--- src/rtl/cmp_pkg.sv ---
// -----------------------------------------------------------------------------
// cmp_pkg
// Shared definitions for the serial word comparator front-end.
//   CMP_WIDTH   : default operand width (bits per word, beats per frame)
//   cmp_state_t : control state (COLLECT while assembling, HOLD while
//                 presenting a result)
//   xnor_mask   : per-bit equality mask, 1 where the operand bits match
// -----------------------------------------------------------------------------
package cmp_pkg;

    localparam int CMP_WIDTH = 6;

    typedef enum logic [0:0] {
        COLLECT = 1'b0,
        HOLD    = 1'b1
    } cmp_state_t;

    function automatic logic [CMP_WIDTH-1:0] xnor_mask(
        input logic [CMP_WIDTH-1:0] a,
        input logic [CMP_WIDTH-1:0] b
    );
        return ~(a ^ b);
    endfunction

endpackage : cmp_pkg

--- src/rtl/serial_shift_capture.sv ---
// -----------------------------------------------------------------------------
// serial_shift_capture
// WIDTH-bit capture register written one bit at a time at an explicit index.
// The word including the bit being written this cycle is exposed on
// word_next so the owner can register the completed word on the same edge
// as the final write.
// Ports:
//   clk       in   clock, rising edge
//   rst_n     in   asynchronous active-low reset (clears the word)
//   wr_en     in   write wr_bit into position wr_idx this cycle
//   wr_idx    in   bit position to write
//   wr_bit    in   bit value to write
//   word_next out  stored word with the pending write applied
// -----------------------------------------------------------------------------
module serial_shift_capture
    import cmp_pkg::*;
#(
    parameter int WIDTH = CMP_WIDTH,
    parameter int IDX_W = $clog2(WIDTH)
) (
    input  logic             clk,
    input  logic             rst_n,
    input  logic             wr_en,
    input  logic [IDX_W-1:0] wr_idx,
    input  logic             wr_bit,
    output logic [WIDTH-1:0] word_next
);

    logic [WIDTH-1:0] word_r;
    logic [WIDTH-1:0] word_next_s;

    // Overlay the pending bit write on the stored word.
    always_comb begin
        word_next_s = word_r;
        if (wr_en) begin
            word_next_s[wr_idx] = wr_bit;
        end else begin
            word_next_s = word_r;
        end
    end

    // Storage for the partially assembled word.
    always_ff @(posedge clk or negedge rst_n) begin
        if (!rst_n) begin
            word_r <= '0;
        end else begin
            word_r <= word_next_s;
        end
    end

    assign word_next = word_next_s;

endmodule : serial_shift_capture

--- src/rtl/serial_word_comparator.sv ---
// -----------------------------------------------------------------------------
// serial_word_comparator
// Assembles two operand words from a serial bit-pair stream (LSB first, one
// pair per accepted beat), then registers the words, their per-bit XNOR mask
// and an all-equal flag, held on a valid/ready handshake until consumed.
// Optional magnitude compare is enabled by defining CMP_MAGNITUDE_EN; without
// it out_gt/out_lt are constant 0.
// Ports:
//   clk, rst_n          clock (rising) and asynchronous active-low reset
//   in_valid/in_ready   upstream handshake, in_ready registered
//   in_a, in_b          serial operand bits
//   out_valid/out_ready downstream handshake
//   out_a, out_b        captured words
//   out_mask            ~(A ^ B), 1 where bits are equal
//   out_equal           out_mask all ones
//   out_gt, out_lt      unsigned A > B / A < B (magnitude build only)
// -----------------------------------------------------------------------------
module serial_word_comparator
    import cmp_pkg::*;
#(
    parameter int WIDTH = CMP_WIDTH
) (
    input  logic             clk,
    input  logic             rst_n,
    input  logic             in_valid,
    output logic             in_ready,
    input  logic             in_a,
    input  logic             in_b,
    output logic             out_valid,
    input  logic             out_ready,
    output logic [WIDTH-1:0] out_a,
    output logic [WIDTH-1:0] out_b,
    output logic [WIDTH-1:0] out_mask,
    output logic             out_equal,
    output logic             out_gt,
    output logic             out_lt
);

    localparam int              CNT_W    = $clog2(WIDTH);
    localparam logic [CNT_W-1:0] CNT_LAST = CNT_W'(WIDTH - 1);
    localparam logic [CNT_W-1:0] CNT_ONE  = CNT_W'(1);

    cmp_state_t       state_r;
    logic [CNT_W-1:0] cnt_r;
    logic             in_ready_r;
    logic             out_valid_r;
    logic [WIDTH-1:0] out_a_r;
    logic [WIDTH-1:0] out_b_r;
    logic [WIDTH-1:0] out_mask_r;
    logic             out_equal_r;

    logic             beat_s;
    logic [WIDTH-1:0] a_next_s;
    logic [WIDTH-1:0] b_next_s;
    logic [WIDTH-1:0] mask_s;

    // in_ready_r is only ever high in COLLECT, so it alone qualifies a beat.
    assign beat_s = in_valid & in_ready_r;

    serial_shift_capture #(.WIDTH(WIDTH), .IDX_W(CNT_W)) u_cap_a (
        .clk       (clk),
        .rst_n     (rst_n),
        .wr_en     (beat_s),
        .wr_idx    (cnt_r),
        .wr_bit    (in_a),
        .word_next (a_next_s)
    );

    serial_shift_capture #(.WIDTH(WIDTH), .IDX_W(CNT_W)) u_cap_b (
        .clk       (clk),
        .rst_n     (rst_n),
        .wr_en     (beat_s),
        .wr_idx    (cnt_r),
        .wr_bit    (in_b),
        .word_next (b_next_s)
    );

    // The shared helper is fixed at CMP_WIDTH; other widths use the same
    // expression inline.
    generate
        if (WIDTH == CMP_WIDTH) begin : g_mask_pkg
            assign mask_s = xnor_mask(a_next_s, b_next_s);
        end else begin : g_mask_inline
            assign mask_s = ~(a_next_s ^ b_next_s);
        end
    endgenerate

    // Frame control: beat counting, result capture and output handshake.
    always_ff @(posedge clk or negedge rst_n) begin
        if (!rst_n) begin
            state_r     <= COLLECT;
            cnt_r       <= '0;
            in_ready_r  <= 1'b0;
            out_valid_r <= 1'b0;
            out_a_r     <= '0;
            out_b_r     <= '0;
            out_mask_r  <= '0;
            out_equal_r <= 1'b0;
        end else begin
            case (state_r)
                COLLECT: begin
                    in_ready_r  <= 1'b1;
                    out_valid_r <= 1'b0;
                    if (beat_s) begin
                        if (cnt_r == CNT_LAST) begin
                            out_a_r     <= a_next_s;
                            out_b_r     <= b_next_s;
                            out_mask_r  <= mask_s;
                            out_equal_r <= &mask_s;
                            out_valid_r <= 1'b1;
                            in_ready_r  <= 1'b0;
                            cnt_r       <= '0;
                            state_r     <= HOLD;
                        end else begin
                            cnt_r <= cnt_r + CNT_ONE;
                        end
                    end else begin
                        cnt_r <= cnt_r;
                    end
                end
                HOLD: begin
                    if (out_ready) begin
                        out_valid_r <= 1'b0;
                        in_ready_r  <= 1'b1;
                        state_r     <= COLLECT;
                    end else begin
                        out_valid_r <= 1'b1;
                        in_ready_r  <= 1'b0;
                    end
                end
                default: begin
                    state_r     <= COLLECT;
                    cnt_r       <= '0;
                    in_ready_r  <= 1'b0;
                    out_valid_r <= 1'b0;
                end
            endcase
        end
    end

`ifdef CMP_MAGNITUDE_EN
    logic out_gt_r;
    logic out_lt_r;

    // Magnitude flags, captured on the same edge as out_equal.
    always_ff @(posedge clk or negedge rst_n) begin
        if (!rst_n) begin
            out_gt_r <= 1'b0;
            out_lt_r <= 1'b0;
        end else if (state_r == COLLECT && beat_s && cnt_r == CNT_LAST) begin
            out_gt_r <= (a_next_s > b_next_s);
            out_lt_r <= (a_next_s < b_next_s);
        end else begin
            out_gt_r <= out_gt_r;
            out_lt_r <= out_lt_r;
        end
    end

    assign out_gt = out_gt_r;
    assign out_lt = out_lt_r;
`else
    assign out_gt = 1'b0;
    assign out_lt = 1'b0;
`endif

    assign in_ready  = in_ready_r;
    assign out_valid = out_valid_r;
    assign out_a     = out_a_r;
    assign out_b     = out_b_r;
    assign out_mask  = out_mask_r;
    assign out_equal = out_equal_r;

endmodule : serial_word_comparator

--- config.mk ---
export PLATFORM = sky130hd
export DESIGN_NAME = serial_word_comparator
export DESIGN_NICKNAME = d
export VERILOG_FILES = /design/src/rtl/cmp_pkg.sv /design/src/rtl/serial_shift_capture.sv /design/src/rtl/serial_word_comparator.sv
export SDC_FILE = /design/constraint.sdc
export NUM_CORES = 1
export LEC_CHECK = 0
export BUFFER_PORTS_ARGS = -buffer_cell sky130_fd_sc_hd__clkbuf_2
export CELL_PAD_IN_SITES_DETAIL_PLACEMENT = 0
export CELL_PAD_IN_SITES_GLOBAL_PLACEMENT = 1
export CORE_UTILIZATION = 45
export DETAILED_ROUTE_END_ITERATION = 8
export PLACE_DENSITY = 0.77
export SKIP_CTS_REPAIR_TIMING = 1
export SYNTH_ARGS = -nofsm -noshare
export SYNTH_HDL_FRONTEND = slang
export SYNTH_HIERARCHICAL = 1
export SYNTH_SLANG_ARGS = --single-unit
--- constraint.sdc ---
create_clock -name clk -period 2.46 [get_ports clk]
set_input_delay 0.246 -clock clk [delete_from_list [all_inputs] [get_ports clk]]
set_output_delay 0.246 -clock clk [all_outputs]
set_load 0.005 [all_outputs]
# After elaboration in Yosys (flattened, before gate mapping)
# Index checks and enable logic that the tools add are counted.
word_totals:
  in_bits: 6
  output_inout_bits: 23
  word_cells: 36
  ff_bits: 36
op_classes:
  muxes: 15
  order_cmp: 2
  addsub: 1
  n_reduce_logical: 4
  n_eq_ne: 1
  bitwise_logic: 4
op_table:
  columns: ["cell", "n"]
  rows:
  - ["$bwmux 6", 2]
  - ["$mux 6", 2]
  - ["$mux 1", 7]
  - ["$not 6->6", 1]
  - ["$reduce_and 6->1", 1]
  - ["$xor 6x6->6", 1]
  - ["$lt 3x4->1 const B", 1]
  - ["$pmux 1 s2", 2]
  - ["$add 3x1->3 const B", 1]
  - ["$demux 1 s3", 1]
  - ["$eq 3x3->1 const B", 1]
  - ["$ge 3x1->1 const B", 1]
  - ["$mux 3", 1]
  - ["$reduce_and 3->1", 1]
  - ["$reduce_and 2->1", 1]
  - ["$and 1x1->1", 1]
  - ["$logic_and 1x1->1", 1]
  - ["$not 1->1", 1]

# Depth between registers and ports, before layout
# Gate-level depths: netlist (run 1).
depth:
  depth_word: 9
  depth_mapped: 6
  depth_no_buf: 6

# Cells and area by module
# Netlist (run 1), hierarchy kept.
modules_own_cells:
  columns: ["module", "area_per_inst_um2", "instances", "cells_each"]
  rows:
  - ["serial_word_comparator", 1042.2, 1, 71]
  - ["serial_shift_capture", 299.0, 2, 18]

# Worst setup path before layout (run 1)
# OpenSTA, ideal clock, no wires.
synth_path:
  kind: "register to register"
  from: "reg in_ready_r, in the netlist in_ready"
  to: "reg out_mask_r[0], in the netlist out_mask[0]"
  setup_slack_ps: 667
  arrival_ps: 1668
  stages_incl_launch_ff: 6
  synth_period_minus_slack_ps: 1793
  path_cell_list: "dfrtp_1 > and2_1 > nor4b_2 > mux2_2 > xnor2_1 > mux2_2"
synth_between:
  elab_chain_cells: 4
synth_lines:
  columns: ["element", "line", "rtl"]
  rows:
  - ["start, declared", "serial_word_comparator.sv:45", "logic in_ready_r;"]
  - ["start signal, assigned", "serial_word_comparator.sv:93", "in_ready_r <= 1'b0;"]
  - ["start signal, assigned", "serial_word_comparator.sv:102", "in_ready_r <= 1'b1;"]
  - ["start signal, assigned", "serial_word_comparator.sv:111", "in_ready_r <= 1'b0;"]
  - ["$and 1x1->1", "serial_word_comparator.sv:58", "assign beat_s = in_valid & in_ready_r;"]
  - ["net beat_s", "serial_word_comparator.sv:52", "logic beat_s;"]
  - ["$mux 6", "serial_shift_capture.sv:35", "if (wr_en) begin"]
  - ["net b_next_s[0]", "serial_word_comparator.sv:54", "logic [WIDTH-1:0] b_next_s;"]
  - ["$xor 6x6->6", "cmp_pkg.sv:22", "return ~(a ^ b);"]
  - ["$not 6->6", "cmp_pkg.sv:22", null]
  - ["end signal, assigned", "serial_word_comparator.sv:108", "out_mask_r <= mask_s;"]
  - ["end, declared", "serial_word_comparator.sv:49", "logic [WIDTH-1:0] out_mask_r;"]
# The timed path passes the listed nets, and every way through them passes these cells.
# A chain may end at the register's enable or synchronous reset.

# Final worst setup path (run 1)
layout_path:
  from: "reg in_ready_r, in the netlist in_ready"
  to: "reg out_equal_r, in the netlist out_equal"
layout_between:
  elab_chain_cells: 5
layout_lines:
  columns: ["element", "line", "rtl"]
  rows:
  - ["$and 1x1->1", "serial_word_comparator.sv:58", null]
  - ["net beat_s", "serial_word_comparator.sv:52", null]
  - ["$mux 6", "serial_shift_capture.sv:35", null]
  - ["net b_next_s[0]", "serial_word_comparator.sv:54", null]
  - ["$xor 6x6->6", "cmp_pkg.sv:22", null]
  - ["$not 6->6", "cmp_pkg.sv:22", null]
  - ["$reduce_and 6->1", "serial_word_comparator.sv:109", "out_equal_r <= &mask_s;"]
  - ["end signal, assigned", "serial_word_comparator.sv:109", null]
  - ["end, declared", "serial_word_comparator.sv:50", "logic out_equal_r;"]
# The timed path passes the listed nets, and every way through them passes these cells.

==> results of run 1 <==
-- power by group through the flow --
stage | clock network [uW] | registers, uW | logic, uW
after floorplan | 0 | 1050 | 642
after global placement | 0 | 1060 | 904
after detailed placement | 0 | 1080 | 921
after CTS | 425 | 1060 | 924
after global routing | 441 | 1100 | 999
final | 408 | 1060 | 907
-- cells in the mapped netlist --
library cell	count	share of area, %
sky130_fd_sc_hd__a21o_1	1	0.46
sky130_fd_sc_hd__a21o_2	1	0.53
sky130_fd_sc_hd__a21oi_1	1	0.30
sky130_fd_sc_hd__and2_1	1	0.38
sky130_fd_sc_hd__and4bb_1	6	4.6
sky130_fd_sc_hd__buf_4	2	0.92
sky130_fd_sc_hd__buf_8	2	1.8
sky130_fd_sc_hd__conb_1	1	0.23
sky130_fd_sc_hd__dfrtp_1	36	55
sky130_fd_sc_hd__inv_1	2	0.46
sky130_fd_sc_hd__mux2_1	1	0.69
sky130_fd_sc_hd__mux2_2	23	16
sky130_fd_sc_hd__mux2_4	6	5.5
sky130_fd_sc_hd__nand2_1	1	0.23
sky130_fd_sc_hd__nand2b_1	1	0.38
sky130_fd_sc_hd__nand4_1	1	0.38
sky130_fd_sc_hd__nand4b_1	5	2.7
sky130_fd_sc_hd__nand4b_4	1	1.4
sky130_fd_sc_hd__nor2b_1	1	0.38
sky130_fd_sc_hd__nor2b_2	1	0.53
sky130_fd_sc_hd__nor2b_4	1	0.84
sky130_fd_sc_hd__nor3_1	1	0.30
sky130_fd_sc_hd__nor4b_2	2	1.8
sky130_fd_sc_hd__o21ai_0	1	0.30
sky130_fd_sc_hd__o22ai_1	1	0.38
sky130_fd_sc_hd__xnor2_1	6	3.2
sky130_fd_sc_hd__xor2_1	1	0.53
-- per-stage QoR --
step,util (%),power (uW),instances,area [um2],worst slack (ns)
2_1_floorplan,-,1690,108,1640,0.667
3_5_place_dp,52.3,2000,176,1790,0.461
3_3_place_gp,52.3,1960,176,1790,0.527
4_1_cts,54.5,2410,184,1860,0.445
6_report,54.5,2370,184,1860,0.462
5_1_grt,54.5,2540,184,1860,0.160
-- critical path: stages, from the launching register on --
cell and delay [ns]:
sky130_fd_sc_hd__dfrtp_1 0.42, sky130_fd_sc_hd__and2_1 0.36, sky130_fd_sc_hd__nor4b_2 0.27, sky130_fd_sc_hd__mux2_2 0.40, sky130_fd_sc_hd__xnor2_1 0.21, sky130_fd_sc_hd__nand4b_1 0.14
sky130_fd_sc_hd__o22ai_1 0.12
-- final cells by class --
class	instances	share of cell area (%)
Sequential cell	36	48.4
Multi-Input combinational cell	66	37.1
Timing Repair Buffer	26	6.98
Clock buffer	6	2.22
Clock inverter	2	1.88
Inverter	2	0.403
Tap cell	46	3.09
-- registers in the layout, summed over array words and instances, names as in the netlist --
name,cells
out_valid,1
in_ready,1
out_a,6
out_mask,6
out_equal,1
u_cap_a/word_r,6
u_cap_b/word_r,6
out_b,6
cnt_r,3
-- cell usage in the layout, fill, tap and decap left out --
cell type                   synthesis  routed
sky130_fd_sc_hd__nand2b_1           1       1
sky130_fd_sc_hd__xor2_1             1       1
sky130_fd_sc_hd__nor2b_4            1       1
sky130_fd_sc_hd__and4bb_1           6       6
sky130_fd_sc_hd__o21ai_0            1       1
sky130_fd_sc_hd__and2_1             1       1
sky130_fd_sc_hd__a21o_2             1       1
sky130_fd_sc_hd__xnor2_1            6       6
sky130_fd_sc_hd__nand4b_1           5       5
sky130_fd_sc_hd__conb_1             1       2
sky130_fd_sc_hd__nand4b_4           1       1
sky130_fd_sc_hd__clkbuf_4           0       5
sky130_fd_sc_hd__inv_1              2       2
sky130_fd_sc_hd__o22ai_1            1       1
sky130_fd_sc_hd__bufinv_16          0       1
sky130_fd_sc_hd__mux2_4             6       6
sky130_fd_sc_hd__mux2_1             1       1
sky130_fd_sc_hd__a21o_1             1       1
sky130_fd_sc_hd__a21oi_1            1       1
sky130_fd_sc_hd__mux2_2            23      23
sky130_fd_sc_hd__clkbuf_2           0      26
sky130_fd_sc_hd__clkinv_2           0       1
sky130_fd_sc_hd__nand4_1            1       1
sky130_fd_sc_hd__nor3_1             1       1
sky130_fd_sc_hd__nor4b_2            2       2
sky130_fd_sc_hd__clkbuf_1           0       1
sky130_fd_sc_hd__nor2b_1            1       1
sky130_fd_sc_hd__nand2_1            1       1
sky130_fd_sc_hd__dfrtp_1           36      36
sky130_fd_sc_hd__nor2b_2            1       1
-- kinds of logic (layout without fill, tap and decap cells) --
| family | Yosys count | count (layout) | share of synthesized area, % |
|---|---|---|---|
| other | 1 | 2 | 0.229 |
| muxes | 30 | 30 | 22.0 |
| buffers and inverters | 6 | 36 | 3.20 |
| DFF | 36 | 36 | 54.9 |
| xor gates and xnor gates | 7 | 7 | 3.74 |
| AOI/OAI and AO/OA | 5 | 5 | 1.98 |
| and+or+nand+nor | 22 | 22 | 14.0 |
-- final timing paths --
| kind | from | end | slack (ns) | cells after the start |
|---|---|---|---|---|
| min reg2reg | out_a[0] | out_a[0] | 0.50 | 1 |
| min in group clk | out_ready | in_ready | 0.14 | 3 |
| max in group asynchronous | rst_n | u_cap_a/word_r[2] | 1.90 | 1 |
| min | rst_n | out_a[3] | 0.007 | 1 |
| max | in_ready | out_equal | 0.46 | 6 |
| max reg2reg | in_ready | out_equal | 0.46 | 6 |
-- routing by layer --
layer	GRT usage, %	vias to the layer above
met5	0	-
li1	-	447
met3	5.47	6
met2	26.2	21
met4	7.85	0
met1	20.8	489
==> flow_summary.json, run 1 <==
{
  "startpoint_type": "flop",
  "hpwlAfterDp_um": 1810,
  "timing.critical_path.to_type": "flop",
  "final_min_period_over_clock_period_pct": 81.2,
  "synth-seq-cells": 36,
  "grt_max_degree": 37,
  "synthesis.area_um2": 1640,
  "floorplan.die_area_um2": 3890,
  "critPathKind": "reg2reg",
  "ant_diodes": 0,
  "comb_power_share_pct": 38.2,
  "yosys.cell_types.count": 27,
  "layout.area.seq_um2": 901,
  "firstDrtPassIters": 4,
  "syn-mean-instance-area_um2": 15.3,
  "clock_network_power_share_pct": 17.2,
  "yosysWarnings": 6,
  "drt-met1-wl_um": 1260,
  "hold_ws_ns": 0.00673,
  "power_density_over_the_cells_nw_per_um2": 1270,
  "seqPwrFrac_pct": 44.5,
  "hold_path.class": "in2async",
  "global_route_wire_length_before_repair_um": 4860,
  "syn2layout_area_growth_pct": 13.6,
  "antenna_found_initial": 0,
  "met2_length_um": 1310,
  "finalHoldViolCount": 0,
  "chipHeight_um": 62.4,
  "cts-root-buf": "sky130_fd_sc_hd__clkbuf_4",
  "io_buffers": 26,
  "number_of_global_route_vias_before_repair": 954,
  "antenna_viol_nets_final": 0,
  "core_area_um2": 3420,
  "transition_at_the_pin_with_the_smallest_max_transition_slack_ns": 0.886,
  "maxCapViolCount": 0,
  "cp.required_ns": 2.73,
  "power_switching_uw": 764,
  "cts.sinks": 36,
  "period_minus_slack_ns": 2.00,
  "drt-vias-per-instance": 5.23,
  "grt_usage_pct": 16.7,
  "num_vias": 963,
  "cp_max_fo": 13,
  "fillCellCount": 308,
  "leakage_uw": 0.000861,
  "slew_viol_final": 0,
  "ios": 29,
  "multi_input_area_um2": 691,
  "finalNetCount": 143,
  "setup-tns-final_ns": 0,
  "rsz0062_at_grt": "no",
  "cellInternalPower_uw": 1610,
  "max_used_layer": "met4",
  "dr_wl_met3_um": 119,
  "synthCells": 107,
  "routed_wire_length_per_instance_um": 14.9,
  "outcome": "completed",
  "final-setup-viol-count": 0,
  "rows": 21,
  "vdd_drop_max_mv": 0.518,
  "clkLatencyLatePin_ns": 0.34,
  "cts-root-to-sink-buffers": 2,
  "tritoncts": "done",
  "routabilityCongestion": 0.659,
  "fin_skew_ns": 0.00852,
  "finalWirelength_um": 2750,
  "max-slew-margin-rel_pct": 40.9,
  "cp.arrival_ns": 2.27,
  "max_freq_ghz": 0.500,
  "clock_tree.htree_level_count": 2,
  "yosysSeqAreaShare_pct": 54.9,
  "grt.overflow.total": 0,
  "drc": 0,
  "cts_buffers": 5,
  "starting_drc_count_in_detailed_routing": 28,
  "final_layout_size_suffix_gt1_share_pct": 49.3,
  "initial_utilization_pct": 48.0,
  "die_x_um": 62.4,
  "p_sw_share_pct": 32.2,
  "cts.clk_slew.worst_paths_ns": 0.11
}
Note: power is estimated with default switching activity, not from simulation.
==> inputs of run 2 (changes only) <==
--- a/config.mk
+++ b/config.mk
@@ -5,12 +5,13 @@
 export SDC_FILE = /design/constraint.sdc
 export NUM_CORES = 1
 export LEC_CHECK = 0
+export ABC_AREA = 1
 export BUFFER_PORTS_ARGS = -buffer_cell sky130_fd_sc_hd__clkbuf_2
 export CELL_PAD_IN_SITES_DETAIL_PLACEMENT = 0
 export CELL_PAD_IN_SITES_GLOBAL_PLACEMENT = 1
-export CORE_UTILIZATION = 45
+export CORE_UTILIZATION = 40
 export DETAILED_ROUTE_END_ITERATION = 8
-export PLACE_DENSITY = 0.77
+export PLACE_DENSITY = 0.76
 export SKIP_CTS_REPAIR_TIMING = 1
 export SYNTH_ARGS = -nofsm -noshare
 export SYNTH_HDL_FRONTEND = slang
==> constraint.sdc (replaced) <==
create_clock -name clk -period 2 [get_ports clk]
set_input_delay 0.2 -clock clk [delete_from_list [all_inputs] [get_ports clk]]
set_output_delay 0.2 -clock clk [all_outputs]
set_load 0.005 [all_outputs]
==> run 2 against run 1 <==
  * Clock skew fell by 0.0031 ns
  * Non-clock buffer count rose by 4
  * Sequential cell count did not move
  * Register-to-register slack got worse by 0.12 ns
  * Final cell count rose by 70%
  * Critical endpoint unchanged
  * Largest cell class unchanged
==> flow_summary.json, run 2 <==
{
  "netlist_top_cells_count": "sky130_fd_sc_hd__nand2_1 (93), sky130_fd_sc_hd__inv_1 (38), sky130_fd_sc_hd__dfrtp_1 (36)",
  "dominant_register_cell_in_the_synthesized_netlist": "sky130_fd_sc_hd__dfrtp_1",
  "finalWirelength_um": 3320,
  "number_of_global_route_vias_before_repair": 1231,
  "final_layout_size_suffix_gt1_share_pct": 23.3,
  "yosys.cell_types.count": 19,
  "num_vias": 1360,
  "drt-vias-per-instance": 4.36,
  "cts.clk_slew.worst_paths_ns": 0.07,
  "vdd_drop_max_mv": 0.589,
  "period_minus_slack_ns": 1.66,
  "ios": 29,
  "rows": 23,
  "synth-simple-area-share_pct": 30.3,
  "synthDominantAreaCellType": "sky130_fd_sc_hd__dfrtp_1",
  "syn-mean-instance-area_um2": 7.76,
  "cp_max_fo": 6,
  "finalNetCount": 267,
  "core_area_um2": 4120,
  "timing.rr.start": "in_ready",
  "syn2layout_area_growth_pct": 15.7,
  "cp.required_ns": 2.18,
  "cts-root-to-sink-buffers": 2,
  "critPathKind": "reg2reg",
  "antenna_viol_nets_final": 0,
  "io_buffers": 26,
  "timing.critical_path.to_type": "flop",
  "cts-root-buf": "sky130_fd_sc_hd__clkbuf_8",
  "hold_path.class": "in2reg",
  "clkLatencyLatePin_ns": 0.29,
  "hp-start": "out_ready",
  "final-setup-viol-count": 0,
  "chipHeight_um": 68.5,
  "timing.hold.worst_path_depth": 3,
  "yosysWarnings": 6,
  "final_min_period_over_clock_period_pct": 83.0,
  "tritoncts": "done",
  "ant_diodes": 0,
  "setup-tns-final_ns": 0,
  "yosysMostFrequentCell": "sky130_fd_sc_hd__nand2_1",
  "yosysSeqAreaShare_pct": 50.9,
  "synth_mux_area_share_pct": 0,
  "synth-seq-cells": 36,
  "antenna_found_initial": 0,
  "yosys_top_cell_area_share_pct": 50.9,
  "synth_top_family_by_area": "simple AND/OR/NAND/NOR gates",
  "hpwlAfterDp_um": 2490,
  "synth_enable_flop_cells": 0,
  "fin_skew_ns": 0.00540,
  "synthesis.area_um2": 1770,
  "worst_reg_to_reg_cells": 12,
  "clock_tree.htree_level_count": 2,
  "final_cell_mix": "sky130_fd_sc_hd__nand2_1 (93), sky130_fd_sc_hd__inv_1 (38), sky130_fd_sc_hd__dfrtp_1 (36)",
  "ys_async_sr_fraction_pct": 100,
  "grt_max_degree": 23,
  "xor_xnor_share_of_the_synthesized_area_pct": 1.98,
  "cts_buffers": 5,
  "starting_drc_count_in_detailed_routing": 78,
  "initial_utilization_pct": 43.0,
  "cp.arrival_ns": 1.84,
  "die_x_um": 68.5,
  "power_density_over_the_cells_nw_per_um2": 1550,
  "cts.sinks": 36,
  "floorplan.die_area_um2": 4690,
  "leakage_uw": 0.00121,
  "hold_ws_ns": 0.173,
  "outcome": "completed",
  "area_fraction_in_compound_gates_after_synthesis_pct": 3.75,
  "grt_usage_pct": 16.3,
  "routabilityCongestion": 0.782,
  "max_freq_ghz": 0.602,
  "top_post_synthesis_cells_by_area": "sky130_fd_sc_hd__dfrtp_1 (51%), sky130_fd_sc_hd__nand2_1 (20%), sky130_fd_sc_hd__inv_1 (8.1%), sky130_fd_sc_hd__nand3_1 (4.0%), sky130_fd_sc_hd__o21ai_2 (3.5%)",
  "routed_wire_length_per_instance_um": 10.6,
  "synth_fa_ha_area_share_pct": 0,
  "grt.overflow.total": 0,
  "worstHoldEndpoint": "in_ready",
  "register_to_register_setup_slack_ns": 0.34,
  "global_route_wire_length_before_repair_um": 5400,
  "finalHoldViolCount": 0,
  "most_common_cell_after_layout_fill_and_taps_aside": "sky130_fd_sc_hd__nand2_1",
  "drc": 0,
  "maxCapViolCount": 0,
  "synthCells": 228,
  "firstDrtPassIters": 4,
  "slew_viol_final": 0,
  "worst_r2r_endpoint": "out_equal",
  "rsz0062_at_grt": "no",
  "startpoint_type": "flop"
}
==> run 2: per-stage QoR <==
step	cell area (um2)	cells	util, %	power, uW	worst slack [ns]
after floorplan	1770	229	-	2250	0.550
after global placement	1940	303	47.2	2660	0.384
after detailed placement	1940	303	47.2	2660	0.364
after CTS	2040	311	49.5	3220	0.349
after global routing	2050	312	49.7	3490	0.0791
final	2050	312	49.7	3180	0.339
==> run 2: layout make-up <==
cell class / count / area [um2]
repair buffers: 30 / 163
clock buffers: 7 / 86.3
multi-input cells: 140 / 646
clock inverters: 1 / 7.51
flip-flops and latches: 36 / 901
well taps: 50 / 62.6
fillers: 423 / 2070
inverters: 48 / 181
==> run 2: logic make-up (layout without fill, tap and decap cells) <==
group / Yosys count / after routing
and+or+nand+nor: 126 / 126
buffers and inverters: 53 / 86
DFF: 36 / 36
AOI/OAI and AO/OA: 8 / 8
xor gates and xnor gates: 4 / 4
other: 1 / 2
==> run 2: power by group <==
| part | switching (uW) | internal (uW) |
|---|---|---|
| clock | 265 | 280 |
| combinational | 843 | 516 |
| sequential | 215 | 1060 |
| total | 1320 | 1860 |
==> run 2: worst max path at each step <==
| stage | start | to | slack, ns | depth (start not counted) |
|---|---|---|---|---|
| 2_1_floorplan | in_ready | out_equal | 0.55 | 12 |
| 3_3_place_gp | cnt_r[2] | out_equal | 0.38 | 10 |
| 3_5_place_dp | cnt_r[2] | out_equal | 0.36 | 10 |
| 4_1_cts | cnt_r[2] | out_equal | 0.35 | 10 |
| 5_1_grt | in_ready | out_equal | 0.08 | 13 |
| 6_report | in_ready | out_equal | 0.34 | 12 |
==> run 2: critical path: stages (launching register included) <==
cell                      delay, ns
sky130_fd_sc_hd__dfrtp_1       0.35
sky130_fd_sc_hd__nand2_1       0.10
sky130_fd_sc_hd__inv_1         0.15
sky130_fd_sc_hd__nand2_1       0.06
sky130_fd_sc_hd__inv_1         0.16
sky130_fd_sc_hd__nand2_1       0.09
sky130_fd_sc_hd__nand2_1       0.06
sky130_fd_sc_hd__nand2_1       0.05
sky130_fd_sc_hd__inv_1         0.10
sky130_fd_sc_hd__xor2_1        0.25
sky130_fd_sc_hd__nor2_1        0.08
sky130_fd_sc_hd__nand2_1       0.06
sky130_fd_sc_hd__nand2_1       0.04
==> run 2: layer usage <==
layer,share of wire [%],GRT usage (%),vias up
met1,51,21.6,601
met2,43,25.1,26
met3,4.2,3.95,8
met4,2.1,7.03,0
met5,0,0,-
li1,-,-,725
==> inputs of run 3 (changes only) <==
==> constraint.sdc (replaced) <==
create_clock -name clk -period 1.55 [get_ports clk]
set_input_delay 0.155 -clock clk [delete_from_list [all_inputs] [get_ports clk]]
set_output_delay 0.155 -clock clk [all_outputs]
set_load 0.005 [all_outputs]
==> run 3 against run 2 <==
  * Combinational power is 79% higher
  * Via count is 7.6% higher
  * Largest power group unchanged
  * Die area stayed put
==> flow_summary.json, run 3 (synthesized netlist as in run 2, its figures left out) <==
{
  "chipHeight_um": 68.5,
  "cp_max_fo": 7,
  "antenna_viol_nets_final": 0,
  "routabilityCongestion": 0.714,
  "cp.required_ns": 1.77,
  "tritoncts": "done",
  "power_density_over_the_cells_nw_per_um2": 2090,
  "hold_path.class": "in2reg",
  "starting_drc_count_in_detailed_routing": 56,
  "antenna_found_initial": 0,
  "maxCapViolCount": 0,
  "timing.critical_path.to_type": "flop",
  "cts.sinks": 36,
  "number_of_global_route_vias_before_repair": 1265,
  "outcome": "completed",
  "clkLatencyLatePin_ns": 0.28,
  "timing.rr.start": "cnt_r[2]",
  "timing.hold.worst_path_depth": 3,
  "finalHoldViolCount": 0,
  "final_min_period_over_clock_period_pct": 95.8,
  "initial_utilization_pct": 43.0,
  "use_met1_pct": 24.5,
  "leakage_uw": 0.00131,
  "max_freq_ghz": 0.673,
  "grt_usage_pct": 17.4,
  "detailedPlace.worstSlack_ns": -0.0950,
  "floorplan.die_area_um2": 4690,
  "cts.clk_slew.worst_paths_ns": 0.07,
  "final_cell_mix": "sky130_fd_sc_hd__nand2_1 (88), sky130_fd_sc_hd__dfrtp_1 (33), sky130_fd_sc_hd__clkbuf_2 (26)",
  "rows": 23,
  "worstHoldEndpoint": "in_ready",
  "register_to_register_setup_slack_ns": 0.06,
  "critPathKind": "reg2reg",
  "core_area_um2": 4120,
  "slew_viol_final": 0,
  "most_common_cell_after_layout_fill_and_taps_aside": "sky130_fd_sc_hd__nand2_1",
  "num_vias": 1463,
  "fin_skew_ns": 0.00569,
  "grt.overflow.total": 0,
  "finalNetCount": 285,
  "firstDrtPassIters": 4,
  "grt_max_degree": 37,
  "cts_buffers": 5,
  "setup_slack_ns": 0.0644,
  "hold_ws_ns": 0.157,
  "syn2layout_area_growth_pct": 30.6,
  "worst_r2r_endpoint": "out_equal",
  "globalRouteMet2Util_pct": 26.3,
  "clock_tree.htree_level_count": 2,
  "io_buffers": 26,
  "ios": 29,
  "vdd_drop_max_mv": 0.890,
  "grt_busiest_layer": "met2",
  "final-setup-viol-count": 0,
  "finalWirelength_um": 3530,
  "hpwlAfterDp_um": 2550,
  "cts-root-to-sink-buffers": 2,
  "worst_reg_to_reg_cells": 11,
  "ant_diodes": 0,
  "use_met3_pct": 4.44,
  "die_x_um": 68.5,
  "rsz0062_at_grt": "yes",
  "final_layout_size_suffix_gt1_share_pct": 40.4,
  "period_minus_slack_ns": 1.49,
  "hp-start": "out_ready",
  "global_route_wire_length_before_repair_um": 5870,
  "routed_wire_length_per_instance_um": 10.7,
  "startpoint_type": "flop",
  "cts-root-buf": "sky130_fd_sc_hd__clkbuf_8",
  "drc": 0,
  "cp.arrival_ns": 1.71,
  "drt-vias-per-instance": 4.43
}
-- run 3: metrics by stage --
stage	utilization [%]	std cells	setup TNS (ns)	cell area (um2)	power, uW
after global placement	50.3	318	-0.105	2070	3800
final	56.2	330	0	2310	4830
after global routing	56.2	330	-0.134	2310	5280
after floorplan	-	229	0	1770	2910
after CTS	52.5	326	-0.193	2160	4540
after detailed placement	50.3	318	-0.154	2070	3830
-- run 3: cell type report --
| cell class | instances | area, um2 |
|---|---|---|
| clock buffer | 7 | 86.3 |
| clock inverter | 1 | 7.51 |
| fill | 426 | 1800 |
| inverter | 48 | 184 |
| multi-input combinational | 140 | 743 |
| sequential | 36 | 905 |
| tap | 50 | 62.6 |
| timing repair buffer | 48 | 323 |
-- run 3: power by group --
group / leakage [uW] / internal (uW) / switching (uW) / total [uW]
combinational: 0.000842 / 1120 / 1310 / 2430
sequential: 0.000419 / 1380 / 331 / 1710
clock: 0.0000445 / 361 / 330 / 691
total: 0.00131 / 2860 / 1970 / 4830
-- run 3: metal layers --
layer	vias to the layer above	routed length, um
met4	0	38
li1	764	-
met1	676	1780
met3	4	107
met5	-	0
met2	19	1610
-- run 3: worst max path at each step --
stage | startpoint | end | slack [ns]
floorplan | in_ready | out_equal | 0.1
global placement | cnt_r[2] | out_equal | -0.06
detailed placement | cnt_r[2] | out_equal | -0.1
CTS | cnt_r[2] | out_equal | -0.11
global route | in_ready | out_equal | -0.10
finish | cnt_r[2] | out_equal | 0.06
-- run 3: critical path: stages (launching register included) --
cell and delay [ns]:
sky130_fd_sc_hd__dfrtp_2 0.51, sky130_fd_sc_hd__nor2_4 0.18, sky130_fd_sc_hd__nand3_1 0.09, sky130_fd_sc_hd__nand2_1 0.07, sky130_fd_sc_hd__inv_1 0.07, sky130_fd_sc_hd__inv_1 0.08
sky130_fd_sc_hd__nand2_1 0.06, sky130_fd_sc_hd__nand2_2 0.08, sky130_fd_sc_hd__nand3_2 0.07, sky130_fd_sc_hd__nor2_1 0.10, sky130_fd_sc_hd__nand2_1 0.05, sky130_fd_sc_hd__nand2_1 0.05
